**src/rtl/multdiv_pkg.sv**
```systemverilog
// Shared types and constants for the iterative multiply/divide writeback unit.
package multdiv_pkg;

   localparam int unsigned XLEN            = 32;
   localparam int unsigned ITER_COUNT      = 32;
   localparam int unsigned RSTATUS_REG_DEF = 30;
   localparam int unsigned RSTATUS_MUL     = 4;
   localparam int unsigned RSTATUS_DIV     = 5;

   typedef enum logic [1:0] {
      ST_IDLE,
      ST_MULT,
      ST_DIV,
      ST_DONE
   } state_t;

   // Two's-complement magnitude; 0x80000000 maps to itself, read as unsigned 2^31.
   function automatic logic [XLEN-1:0] magnitude(input logic [XLEN-1:0] v);
      return v[XLEN-1] ? (~v + XLEN'(1)) : v;
   endfunction

endpackage

```
**src/rtl/div_nonrestoring_core.sv**
```systemverilog
// Unsigned non-restoring divider: one quotient bit per step on magnitudes.
module div_nonrestoring_core #(
   parameter int unsigned WIDTH = 32
) (
   input  logic             clk,
   input  logic             rst_n,
   input  logic             load,
   input  logic             step,
   input  logic [WIDTH-1:0] dividend,
   input  logic [WIDTH-1:0] divisor,
   output logic [WIDTH-1:0] quotient
);

   // Two spare bits keep the shifted partial remainder (up to 2*divisor) in range.
   localparam int unsigned RW = WIDTH + 2;

   logic [RW-1:0]    rem;
   logic [RW-1:0]    shifted;
   logic [RW-1:0]    rem_next;
   logic [WIDTH-1:0] dvs;

   always_comb begin
      shifted = {rem[RW-2:0], quotient[WIDTH-1]};
      if (rem[RW-1]) rem_next = shifted + RW'(dvs);
      else           rem_next = shifted - RW'(dvs);
   end

   always_ff @(posedge clk or negedge rst_n) begin
      if (!rst_n) begin
         rem      <= '0;
         dvs      <= '0;
         quotient <= '0;
      end else if (load) begin
         rem      <= '0;
         dvs      <= divisor;
         quotient <= dividend;
      end else if (step) begin
         rem      <= rem_next;
         quotient <= {quotient[WIDTH-2:0], ~rem_next[RW-1]};
      end
   end

endmodule

```
**src/rtl/multdiv_wb.sv**
```systemverilog
// Iterative signed 32-bit multiply/divide unit emitting one register-file writeback beat.
// Define MULTDIV_DIV_EN to build the divider; without it DIV completes as an exception.
module multdiv_wb
   import multdiv_pkg::*;
#(
   parameter int unsigned WIDTH       = XLEN,
   parameter int unsigned RSTATUS_REG = RSTATUS_REG_DEF
) (
   input  logic             clock,
   input  logic             ctrl_reset_n,
   input  logic             ctrl_MULT,
   input  logic             ctrl_DIV,
   input  logic [4:0]       ctrl_writeReg,
   input  logic [WIDTH-1:0] data_operandA,
   input  logic [WIDTH-1:0] data_operandB,
   output logic             busy,
   output logic             data_resultRDY,
   output logic [WIDTH-1:0] data_result,
   output logic             data_exception,
   output logic             wb_writeEnable,
   output logic [4:0]       wb_writeReg,
   output logic [WIDTH-1:0] wb_data
);

   localparam int unsigned PW = 2*WIDTH + 2;
   localparam int unsigned CW = 6;

   state_t           state;
   logic [CW-1:0]    cnt;
   logic             op_div;
   logic [4:0]       rd;
   logic [WIDTH-1:0] mcand;
   logic [PW-1:0]    prod;
   logic [PW-1:0]    prod_next;
   logic [WIDTH:0]   hi_sum;
   logic             accept;
   logic             iter_done;
   logic             mult_ovf;
   logic [WIDTH-1:0] fin_result;
   logic [WIDTH-1:0] fin_code;
   logic             fin_exc;

   assign accept    = ((state == ST_IDLE) || (state == ST_DONE)) && (ctrl_MULT ^ ctrl_DIV);
   assign iter_done = (cnt == CW'(ITER_COUNT));

   // Booth step: prod = {33-bit high, 32-bit multiplier, q(-1)}; 33-bit high absorbs -(-2^31).
   always_comb begin
      hi_sum = prod[PW-1:WIDTH+1];
      case (prod[1:0])
         2'b01:   hi_sum = hi_sum + {mcand[WIDTH-1], mcand};
         2'b10:   hi_sum = hi_sum - {mcand[WIDTH-1], mcand};
         default: ;
      endcase
      prod_next = {hi_sum[WIDTH], hi_sum, prod[WIDTH:1]};
   end

   // Product bits [63:31] live at prod[64:32]; they must all agree for a 32-bit fit.
   assign mult_ovf = ~((&prod[2*WIDTH:WIDTH]) | ~(|prod[2*WIDTH:WIDTH]));

`ifdef MULTDIV_DIV_EN
   logic             start_div;
   logic             div_neg;
   logic             div_zero;
   logic             div_ovf;
   logic [WIDTH-1:0] quot;
   logic [WIDTH-1:0] quot_signed;

   assign start_div = accept && ctrl_DIV;

   div_nonrestoring_core #(.WIDTH(WIDTH)) u_div (
      .clk      (clock),
      .rst_n    (ctrl_reset_n),
      .load     (start_div),
      .step     ((state == ST_DIV) && !iter_done),
      .dividend (magnitude(data_operandA)),
      .divisor  (magnitude(data_operandB)),
      .quotient (quot)
   );

   always_ff @(posedge clock or negedge ctrl_reset_n) begin
      if (!ctrl_reset_n) begin
         div_neg  <= 1'b0;
         div_zero <= 1'b0;
         div_ovf  <= 1'b0;
      end else if (start_div) begin
         div_neg  <= data_operandA[WIDTH-1] ^ data_operandB[WIDTH-1];
         div_zero <= (data_operandB == '0);
         div_ovf  <= (data_operandA == {1'b1, {(WIDTH-1){1'b0}}}) && (data_operandB == '1);
      end
   end

   assign quot_signed = div_neg ? (~quot + WIDTH'(1)) : quot;
`endif

   // Final result and exception selection, registered on the transition into DONE.
   always_comb begin
      fin_result = prod[WIDTH:1];
      fin_exc    = mult_ovf;
      fin_code   = WIDTH'(RSTATUS_MUL);
      if (op_div) begin
         fin_code = WIDTH'(RSTATUS_DIV);
`ifdef MULTDIV_DIV_EN
         fin_exc = div_zero | div_ovf;
         if (div_zero)     fin_result = '0;
         else if (div_ovf) fin_result = {1'b1, {(WIDTH-1){1'b0}}};
         else              fin_result = quot_signed;
`else
         fin_exc    = 1'b1;
         fin_result = '0;
`endif
      end
   end

   always_ff @(posedge clock or negedge ctrl_reset_n) begin
      if (!ctrl_reset_n) begin
         state          <= ST_IDLE;
         cnt            <= '0;
         op_div         <= 1'b0;
         rd             <= '0;
         mcand          <= '0;
         prod           <= '0;
         busy           <= 1'b0;
         data_resultRDY <= 1'b0;
         data_result    <= '0;
         data_exception <= 1'b0;
         wb_writeEnable <= 1'b0;
         wb_writeReg    <= '0;
         wb_data        <= '0;
      end else begin
         busy           <= 1'b0;
         data_resultRDY <= 1'b0;
         data_result    <= '0;
         data_exception <= 1'b0;
         wb_writeEnable <= 1'b0;
         wb_writeReg    <= '0;
         wb_data        <= '0;
         case (state)
            ST_IDLE, ST_DONE: begin
               state <= ST_IDLE;
               if (accept) begin
                  state  <= ctrl_DIV ? ST_DIV : ST_MULT;
                  cnt    <= '0;
                  op_div <= ctrl_DIV;
                  rd     <= ctrl_writeReg;
                  mcand  <= data_operandA;
                  prod   <= {{(WIDTH+1){1'b0}}, data_operandB, 1'b0};
                  busy   <= 1'b1;
               end
            end
            ST_MULT, ST_DIV: begin
               if (iter_done) begin
                  state          <= ST_DONE;
                  data_resultRDY <= 1'b1;
                  data_result    <= fin_result;
                  data_exception <= fin_exc;
                  wb_writeEnable <= fin_exc | (rd != '0);
                  wb_writeReg    <= fin_exc ? 5'(RSTATUS_REG) : rd;
                  wb_data        <= fin_exc ? fin_code : fin_result;
               end else begin
                  busy <= 1'b1;
                  cnt  <= cnt + CW'(1);
                  if (state == ST_MULT) prod <= prod_next;
               end
            end
            default: state <= ST_IDLE;
         endcase
      end
   end

endmodule

```
**config.mk**
```make
export PLATFORM = sky130hd
export DESIGN_NAME = multdiv_wb
export DESIGN_NICKNAME = d
export VERILOG_FILES = /design/src/rtl/multdiv_pkg.sv /design/src/rtl/div_nonrestoring_core.sv /design/src/rtl/multdiv_wb.sv
export SDC_FILE = /design/constraint.sdc
export NUM_CORES = 1
export LEC_CHECK = 0
export BUFFER_PORTS_ARGS = -buffer_cell sky130_fd_sc_hd__clkbuf_2
export CAP_MARGIN = 20
export CELL_PAD_IN_SITES_DETAIL_PLACEMENT = 1
export CELL_PAD_IN_SITES_GLOBAL_PLACEMENT = 2
export CORE_ASPECT_RATIO = 1.2
export CORE_MARGIN = 2
export CORE_UTILIZATION = 36
export CTS_BUF_LIST = sky130_fd_sc_hd__clkbuf_16
export DETAILED_ROUTE_END_ITERATION = 6
export HOLD_SLACK_MARGIN = 0.12
export PLACE_DENSITY_LB_ADDON = 0.15
export REMOVE_ABC_BUFFERS = 1
export SETUP_SLACK_MARGIN = 0.5
export SLEW_MARGIN = 20
export SYNTH_ARGS = -nofsm -noshare
export SYNTH_HDL_FRONTEND = slang
export SYNTH_SLANG_ARGS = --single-unit
```
**constraint.sdc**
```tcl
create_clock -name clock -period 4.7 [get_ports clock]
set_clock_uncertainty 0.15 [all_clocks]
set_input_delay 0.94 -clock clock [delete_from_list [all_inputs] [get_ports clock]]
set_output_delay 0.94 -clock clock [all_outputs]
set_load 0.01 [all_outputs]
```
==> flow_metrics.tcl, run 1 <==
set metrics [dict create \
    run_status "complete, no violations" \
    die_h_um 185 \
    die-area_mm2 0.0285 \
    end_kind "register" \
    rows 66 \
    synth-edff-count 0 \
    area_delta_synth_final_pct 20.1 \
    setup.worst_path.class "reg -> reg" \
    grt.overflow.total 0 \
    final_layout_size_suffix_gt1_share_pct 24.6 \
    area.sequential_mm2 0.00461 \
    core-area_mm2 0.0269 \
    setup.reg_to_reg.worst_slack_ns 0.70 \
    dpl-instance-area_mm2 0.0109 \
    final_max_slew_viol_count 0 \
    yosysWarnings 0 \
    synth.lib_cells_used.distinct 64 \
    critical_path_peak_fanout 5 \
    synthArstFlopShare_pct 100 \
    detail_route.iter0.violations 204 \
    finalSetupViolCount 0 \
    syn_avg_cell_area_um2 9.87 \
    grt_max_degree 97 \
    initial_antenna_violation_count 0 \
    port_bufs 145 \
    final_min_period_over_clock_period_pct 85.0 \
    clk_pin_slew_worst_paths_ns 0.07 \
    hold_buffers 0 \
    cts_made_buffers 17 \
    insertedDiodeCount 0 \
    detail_route.first_pass.iterations 4 \
    top_level_ports 146 \
    pd_cells_mw_per_mm2 799 \
    fin_nets 1236 \
    die-width_um 155 \
    unrepaired_setup_endpoints_after_global_routing "false" \
    hold_path_end "prod[0]" \
    root_buffer_master "sky130_fd_sc_hd__clkbuf_16" \
    post_route_cell_area_mm2 0.0118 \
    wire_per_inst_um 18.7 \
    netlist_instances 992 \
    drt_drc_violations_left 0 \
    worst_r2r_path_cells 17 \
    route.detailed.vias_per_inst 5.34 \
    post_detail_place_hpwl_um 20000 \
    post-route-min-period_ns 4.00 \
    finalWeightedCongestion 0.856 \
    grt_use_total_pct 20.0 \
    grt_pass1_wl_um 44900 \
    clock_insertion_delay_worst_skew_ns 0.44 \
    capture_instance_of_the_worst_register_to_register_path "prod[60]" \
    timing.slew.headroom_pct 27.5 \
    finalHoldViolCount 0 \
    ir_drop_mv 0.508 \
    max_slew.worst_pin.slew_ns 1.09 \
    multiInputGateArea_mm2 0.00510 \
    synth.cells.most_frequent "sky130_fd_sc_hd__dfrtp_1, sky130_fd_sc_hd__nand2_1, sky130_fd_sc_hd__o21ai_0" \
    maximum_buffer_depth_of_the_clock_tree 2 \
    post_synth_main_area_contributors "sky130_fd_sc_hd__dfrtp_1, sky130_fd_sc_hd__ha_1, sky130_fd_sc_hd__mux2i_1, sky130_fd_sc_hd__nand2_1, sky130_fd_sc_hd__o21ai_0" \
    synth.most_common_cell "sky130_fd_sc_hd__dfrtp_1" \
    crit_path_start_kind "register" \
    first_global_vias 8264 \
    cts_num_sinks 184 \
    maxClockFrequency_mhz 250 \
    postSynth.topFlopCell "sky130_fd_sc_hd__dfrtp_1" \
    tritoncts "done" \
    routed_wirelength_um 27600 \
    critical_path.reg2reg.startpoint "mcand[3]" \
    cp.required_ns 4.84 \
    synth-seq-area-share_pct 47.0 \
    power_leakage_nw 5.66 \
    worst_hold_path_startpoint "prod[0]" \
    ctsHtreeMaxLevel 4 \
    route.vias.total 7893 \
    area_fraction_of_the_dominant_cell_type_after_synthesis_pct 47.0 \
    cell_taking_the_most_area_after_synthesis "sky130_fd_sc_hd__dfrtp_1" \
    maxCapViolations 0 \
    num-fill-cells 3071 \
    antenna_viol_nets_final 0 \
    min_path_type "reg -> reg" \
    whs_path_depth 2 \
    synthesis.area_mm2 0.00979 \
    report.power.total_mw 9.40 \
    synth-seq-cells 184 \
    initial_utilization_pct 36.4 \
    cp.arrival_ns 4.14 \
]
metal layers:
metal	global-route usage, %	wire [µm]	up-vias
met3	2.99	902	27
met4	5.93	430	0
li1	-	-	3789
met2	35.2	13900	153
met5	0	0	-
met1	25.6	12400	3924
worst max-delay path, cell delays in order (launching register included):
cell and delay, ns:
sky130_fd_sc_hd__dfrtp_2 0.45, sky130_fd_sc_hd__nor3_4 0.21, sky130_fd_sc_hd__nand2b_1 0.12, sky130_fd_sc_hd__nor4_2 0.29, sky130_fd_sc_hd__buf_4 0.19, sky130_fd_sc_hd__and3_4 0.23, sky130_fd_sc_hd__and3_4 0.24, sky130_fd_sc_hd__nor2_1 0.06
sky130_fd_sc_hd__xnor2_1 0.13, sky130_fd_sc_hd__ha_1 0.32, sky130_fd_sc_hd__and3_4 0.19, sky130_fd_sc_hd__nand2_2 0.10, sky130_fd_sc_hd__nor3_4 0.22, sky130_fd_sc_hd__o2111ai_4 0.23, sky130_fd_sc_hd__a211o_1 0.37, sky130_fd_sc_hd__nand2_1 0.10
sky130_fd_sc_hd__xnor2_1 0.13, sky130_fd_sc_hd__o221ai_1 0.14
where the power goes:
| part | leakage [nW] | switching, mW | internal (mW) |
|---|---|---|---|
| clock network | 0.291 | 0.700 | 0.807 |
| registers | 2.41 | 0.491 | 2.02 |
| logic | 2.96 | 3.20 | 2.19 |
| total | 5.66 | 4.39 | 5.01 |
layout make-up:
class	instances	share of cell area, %
clock buffers	17	3.62
inverters	27	0.862
multi-input cells	727	43.4
well taps	340	3.62
flip-flops and latches	184	39.2
clock inverters	15	1.54
repair buffers	167	7.82
per-stage QoR:
step	hold WS (ns)	util, %	worst slack (ns)	setup TNS [ns]	std cells
floorplan	0.300	-	-2.79	-144.80	938
global placement	0.315	40.5	0.108	0	1440
detailed placement	0.330	40.5	0.0288	0	1440
CTS	0.347	43.0	0.505	0	1473
global route	0.362	43.7	0.500	0	1477
finish	0.344	43.7	0.704	0	1477
worst max-delay path by stage:
stage | from | slack [ns] | endpoint
2_1_floorplan | state[0] | -2.79 | prod[59]
3_3_place_gp | mcand[3] | 0.11 | prod[64]
3_5_place_dp | mcand[3] | 0.03 | prod[64]
4_1_cts | mcand[15] | 0.51 | prod[61]
5_1_grt | mcand[3] | 0.50 | prod[61]
6_report | mcand[3] | 0.70 | prod[60]
logic make-up after synthesis:
logic type | count (synthesis) | share of synthesized area, %
AO/OA/AOI/OAI | 227 | 15.0
XOR/XNOR | 61 | 5.46
adder cells (fa/ha/maj) | 39 | 5.06
buffers and inverters | 81 | 3.25
flip-flops | 184 | 47.0
multiplexers | 73 | 7.87
AND/OR/NAND/NOR | 327 | 16.4
state kept, by name, summed over array words and instances, names as in the netlist, 2 cells and up:
| register | cells |
|---|---|
| prod | 65 |
| data_result | 32 |
| mcand | 32 |
| wb_data | 32 |
| cnt | 6 |
| rd | 5 |
| wb_writeReg | 5 |
| state | 2 |
layout by cell type (no fill, tap or decap), types with 32 or more instances in the layout:
master                     instances
sky130_fd_sc_hd__mux2_2           32
sky130_fd_sc_hd__nor2_1           56
sky130_fd_sc_hd__dfrtp_1         181
sky130_fd_sc_hd__and2_1           32
sky130_fd_sc_hd__mux2i_1          41
sky130_fd_sc_hd__and3_1           33
sky130_fd_sc_hd__xnor2_1          44
sky130_fd_sc_hd__clkbuf_2        144
sky130_fd_sc_hd__ha_1             34
sky130_fd_sc_hd__nand2_1         108
sky130_fd_sc_hd__a21oi_1          46
sky130_fd_sc_hd__o21ai_0          74
repair_timing:
action / in CTS / in global routing
pin swaps: 2 / 9
endpoints found under the setup margin: 6 / 9
buffers inserted: 1 / 3
gates resized for setup: 13 / 34
Power figures use the tool's default switching activity.
==> inputs of run 2 (changes only) <==
GPL_TIMING_DRIVEN = 0   (was default)
==> flow_metrics.tcl, run 2 (synthesis gave the netlist of run 1 again) <==
set metrics [dict create \
    ir_drop_mv 0.380 \
    clock_insertion_delay_worst_skew_ns 0.43 \
    maxClockFrequency_mhz 250 \
    port_bufs 145 \
    drt_drc_violations_left 0 \
    grt_max_degree 71 \
    cp.required_ns 4.87 \
    cp.arrival_ns 4.17 \
    core-area_mm2 0.0269 \
    cpPeakStageDelay_ns 0.47 \
    critical-path-top-cell-by-count "sky130_fd_sc_hd__a21oi_1" \
    cell_with_the_largest_stage_delay_on_the_worst_path "sky130_fd_sc_hd__dfrtp_2" \
    unrepaired_setup_endpoints_after_global_routing "true" \
    first_global_vias 8096 \
    die-width_um 155 \
    critical_path.startpoint "mcand[3]" \
    max_slew.worst_pin.slew_ns 0.841 \
    routed_wirelength_um 26300 \
    maximum_buffer_depth_of_the_clock_tree 2 \
    top_register "prod" \
    antenna_viol_nets_final 0 \
    netSwitchingFraction_pct 45.6 \
    area_delta_synth_final_pct 22.5 \
    critical_path.reg2reg.startpoint "mcand[3]" \
    post_detail_place_hpwl_um 19800 \
    maxCapViolations 0 \
    final_layout_size_suffix_gt1_share_pct 24.7 \
    top_level_ports 146 \
    crit_path_start_kind "register" \
    final_max_slew_viol_count 0 \
    fin_setup_tns_ns 0 \
    timing.slew.headroom_pct 43.4 \
    run_status "complete, no violations" \
    largest_register_ff_count 65 \
    p_sw_mw 4.34 \
    cts_num_sinks 184 \
    clk_pin_slew_worst_paths_ns 0.07 \
    root_buffer_master "sky130_fd_sc_hd__clkbuf_16" \
    cts_made_buffers 17 \
    finalSetupViolCount 0 \
    final_common_cell "sky130_fd_sc_hd__dfrtp_1" \
    final_min_period_over_clock_period_pct 85.0 \
    grt_use_total_pct 19.1 \
    grt.overflow.total 0 \
    route.detailed.vias_per_inst 5.22 \
    post-route-min-period_ns 3.99 \
    min_path_type "in -> async" \
    whs_ns 0.319 \
    die_h_um 185 \
    ctsHtreeMaxLevel 4 \
    setup.worst_path.class "reg -> reg" \
    initial_antenna_violation_count 0 \
    rows 66 \
    internal_power_mw 5.17 \
    detail_route.first_pass.iterations 5 \
    p_comb_share_pct 58.4 \
    detail_route.iter0.violations 278 \
    insertedDiodeCount 0 \
    route.vias.total 7692 \
    critical_path_buf_inv_count 0 \
    finalHoldViolCount 0 \
    mostFrequentLayoutCells "sky130_fd_sc_hd__dfrtp_1, sky130_fd_sc_hd__clkbuf_2, sky130_fd_sc_hd__nand2_1, sky130_fd_sc_hd__o21ai_0, sky130_fd_sc_hd__nor2_1" \
    finalWeightedCongestion 0.798 \
    critical_path_peak_fanout 6 \
    pd_cells_mw_per_mm2 793 \
    wire_per_inst_um 17.8 \
    die-area_mm2 0.0285 \
    end_kind "register" \
    fin_nets 1233 \
    critical_path.cell_chain "nor3_4 > nand2b_1 > nor4_4 > and3_4 > and3_4 > a21oi_1 > xnor2_1 > ha_1 > a211o_1 > a21oi_1 > o31a_1 > a21oi_1 > xor2_1 > mux2_2 > a22o_1" \
    initial_utilization_pct 36.4 \
    critical-path-top-delay-family "compound AO/OA/AOI/OAI gates" \
    tritoncts "done" \
    power.share.sequential_pct 26.5 \
    power_leakage_nw 5.71 \
    power_frac_clock_pct 15.1 \
    grt_pass1_wl_um 43300 \
]
==> run 2: final timing paths <==
path | slack, ns | to | cells past startpoint
min in group clock | 0.34 | prod[0] | 2
min reg2reg | 0.34 | prod[0] | 2
max reg2reg | 0.71 | prod[56] | 15
max | 0.71 | prod[56] | 15
max in group asynchronous | 3.37 | mcand[28] | 2
min | 0.32 | data_result[20] | 1
==> run 2: layout make-up <==
| cell class | instances | area (µm²) |
|---|---|---|
| clock buffer | 17 | 425 |
| clock inverter | 15 | 158 |
| fill | 3067 | 14900 |
| inverter | 27 | 101 |
| multi-input combinational | 727 | 5170 |
| sequential | 184 | 4610 |
| tap | 340 | 425 |
| timing repair buffer | 164 | 1110 |
==> run 2: power by group through the flow <==
stage	Sequential, mW	Clock (mW)	Combinational (mW)
after floorplan	2.37	0	3.87
after global placement	2.51	0	4.86
after detailed placement	2.52	0	5.36
after CTS	2.51	1.49	5.49
after global routing	2.60	1.56	6.22
final	2.52	1.44	5.56
==> run 2: stage by stage <==
| stage | cell area, µm² | util [%] | power [mW] | cells | setup WS [ns] |
|---|---|---|---|---|---|
| after floorplan | 9580 | - | 6.23 | 938 | -2.79 |
| after global placement | 10700 | 39.8 | 7.36 | 1423 | -7.54 |
| after detailed placement | 11100 | 41.3 | 7.88 | 1437 | -0.505 |
| after CTS | 11900 | 44.0 | 9.49 | 1472 | 0.507 |
| after global routing | 12000 | 44.5 | 10.4 | 1474 | 0.488 |
| final | 12000 | 44.5 | 9.51 | 1474 | 0.706 |
==> run 2: worst register-to-register path, stage by stage (launching register included) <==
cell and delay, ns:
sky130_fd_sc_hd__dfrtp_2 0.47, sky130_fd_sc_hd__nor3_4 0.21, sky130_fd_sc_hd__nand2b_1 0.13, sky130_fd_sc_hd__nor4_4 0.28, sky130_fd_sc_hd__and3_4 0.30, sky130_fd_sc_hd__and3_4 0.23, sky130_fd_sc_hd__a21oi_1 0.08, sky130_fd_sc_hd__xnor2_1 0.13
sky130_fd_sc_hd__ha_1 0.36, sky130_fd_sc_hd__a211o_1 0.28, sky130_fd_sc_hd__a21oi_1 0.21, sky130_fd_sc_hd__o31a_1 0.29, sky130_fd_sc_hd__a21oi_1 0.11, sky130_fd_sc_hd__xor2_1 0.18, sky130_fd_sc_hd__mux2_2 0.28, sky130_fd_sc_hd__a22o_1 0.19
==> run 2: layer usage <==
layer | vias to the layer above | wire, µm | GRT usage (%)
met1 | 3757 | 11900 | 24.1
met4 | 0 | 331 | 4.78
li1 | 3779 | - | -
met5 | - | 0 | 0
met2 | 136 | 13200 | 34.4
met3 | 20 | 822 | 2.82
==> run 2: what timing repair did <==
item,4_1_cts,5_1_grt
hold buffers,0,0
setup endpoints to repair,11,10
pin swaps,4,7
resized for setup,25,28
buffers inserted,3,2
==> inputs of run 3 (changes only) <==
CORE_UTILIZATION = 33   (was 36)
clock period = 3.2 ns   (was 4.7 ns; I/O delays follow)
==> flow_metrics.tcl, run 3 (synthesis gave the netlist of run 1 again) <==
set metrics [dict create \
    run_status "finished, violations left" \
    violations "negative setup slack" \
    post_detail_place_hpwl_um 20500 \
    cts_made_buffers 17 \
    critical_path_buf_inv_count 2 \
    crit_path_start_kind "register" \
    routed_wirelength_um 29500 \
    max_slew.worst_pin.slew_ns 0.700 \
    grt_max_degree 78 \
    root_buffer_master "sky130_fd_sc_hd__clkbuf_16" \
    whs_path_depth 3 \
    maximum_buffer_depth_of_the_clock_tree 2 \
    clock_insertion_delay_worst_skew_ns 0.45 \
    die-area_mm2 0.0311 \
    ctsHtreeMaxLevel 4 \
    route.detailed.vias_per_inst 5.11 \
    post_route_cell_area_mm2 0.0136 \
    core-area_mm2 0.0294 \
    grt_use_total_pct 18.9 \
    clk_pin_slew_worst_paths_ns 0.08 \
    antenna_viol_nets_final 0 \
    detail_route.first_pass.iterations 4 \
    worst_setup_path_endpoint "prod[63]" \
    final_layout_size_suffix_gt1_share_pct 37.9 \
    port_bufs 145 \
    min_path_type "in -> reg" \
    wire_per_inst_um 18.5 \
    timing.slew.headroom_pct 53.3 \
    critical_path.startpoint "mcand[2]" \
    ir_drop_mv 0.680 \
    cts_num_sinks 184 \
    worst-path-stages 16 \
    finalWeightedCongestion 0.802 \
    finalSetupViolCount 21 \
    unrepaired_setup_endpoints_after_global_routing "true" \
    cp.arrival_ns 4.06 \
    insertedDiodeCount 0 \
    worst_r2r_path_cells 16 \
    maxClockFrequency_mhz 256 \
    setup.worst_path.class "reg -> reg" \
    end_kind "register" \
    whs_ns 0.246 \
    area_delta_synth_final_pct 38.5 \
    critical_path.reg2reg.startpoint "mcand[2]" \
    die_h_um 193 \
    final_common_cell "sky130_fd_sc_hd__dfrtp_1" \
    critical_path.cell_chain "nor3_4 > nand2b_4 > nor4_4 > buf_4 > buf_6 > a31oi_4 > xnor2_1 > ha_2 > a21oi_2 > nand2_2 > a221oi_4 > a31oi_4 > a31o_4 > a311oi_2 > xor2_1 > o221ai_1" \
    post-route-min-period_ns 3.90 \
    initial_antenna_violation_count 0 \
    capture_instance_of_the_worst_register_to_register_path "prod[63]" \
    rows 69 \
    mostFrequentLayoutCells "sky130_fd_sc_hd__dfrtp_1, sky130_fd_sc_hd__clkbuf_2, sky130_fd_sc_hd__nand2_1, sky130_fd_sc_hd__buf_4, sky130_fd_sc_hd__o21ai_0" \
    fin_nets 1308 \
    finalWorstSetupSlack_ns -0.700 \
    critical-path-top-cell-by-count "sky130_fd_sc_hd__a31oi_4" \
    maxCapViolations 0 \
    detail_route.iter0.violations 312 \
    dpl-instance-area_mm2 0.0112 \
    cell_with_the_largest_stage_delay_on_the_worst_path "sky130_fd_sc_hd__dfrtp_2" \
    initial_utilization_pct 33.3 \
    first_global_vias 8373 \
    largest_register_ff_count 65 \
    cpPeakStageDelay_ns 0.44 \
    setup.reg_to_reg.worst_slack_ns -0.70 \
    tritoncts "done" \
    drt_drc_violations_left 0 \
    critical_path_peak_fanout 4 \
    cp.required_ns 3.36 \
    grt.overflow.total 0 \
    critical-path-top-delay-family "compound AO/OA/AOI/OAI gates" \
    finalHoldViolCount 0 \
    die-width_um 161 \
    final_max_slew_viol_count 0 \
    route.vias.total 8176 \
    top_level_ports 146 \
    final_min_period_over_clock_period_pct 122 \
    power_leakage_nw 6.30 \
    grt_pass1_wl_um 46100 \
    top_register "prod" \
    pd_cells_mw_per_mm2 1250 \
]
==> run 3: power breakdown <==
part           internal [mW]  total [mW]  switching, mW
clock                   1.12        2.19           1.07
sequential              2.96        3.74          0.773
combinational           5.17        11.1           5.88
==> run 3: worst min-delay path by stage <==
stage                            startpoint         to
after floorplan                ctrl_reset_n       busy
after global placement              prod[0]    prod[0]
after detailed placement            prod[0]    prod[0]
after CTS                 data_operandA[13]  mcand[13]
after global routing       data_operandA[9]   mcand[9]
final                     data_operandA[13]  mcand[13]
==> run 3: per-layer routing <==
metal	share of wire [%]	global-route usage, %	up-vias
met4	2.6	6.22	0
met5	0	0	-
met1	44	23.8	4034
li1	-	-	3947
met3	3.0	2.43	33
met2	51	33.5	162
==> run 3: cell type report <==
cell class | count | area (µm²)
flip-flops and latches | 184 | 4610
fillers | 3242 | 15900
repair buffers | 238 | 1770
clock buffers | 17 | 425
clock inverters | 15 | 176
inverters | 27 | 101
multi-input cells | 728 | 5990
well taps | 390 | 488
==> run 3: repair_timing <==
action,in CTS,in global routing
gates cloned,1,0
buffers inserted,35,43
endpoints found under the setup margin,121,43
pin swaps,49,91
endpoints found under the hold margin,51,0
hold buffers,1,0
gates resized for setup,132,110
==> run 3: metrics by stage <==
step                cells  worst slack [ns]  total power [mW]  setup TNS (ns)  util [%]
CTS                  1556            -0.774              15.3          -11.02      43.0
global route         1599            -0.863              18.3          -15.02      46.1
global placement     1473             -9.56              10.5        -1303.21      36.6
detailed placement   1487             -1.96              11.7          -25.27      38.1
finish               1599            -0.700              17.0          -11.52      46.1
floorplan             938             -4.29              9.02         -339.64         -
==> run 3: worst register-to-register path, delay by kind of cell (launching register included) <==
| family | cells | cell delay (ns) |
|---|---|---|
| compound gates | 7 | 1.50 |
| xor+xnor | 2 | 0.38 |
| fa+ha+maj | 1 | 0.34 |
| buf+inv | 2 | 0.29 |
| flops | 1 | 0.44 |
| simple gates | 4 | 0.69 |
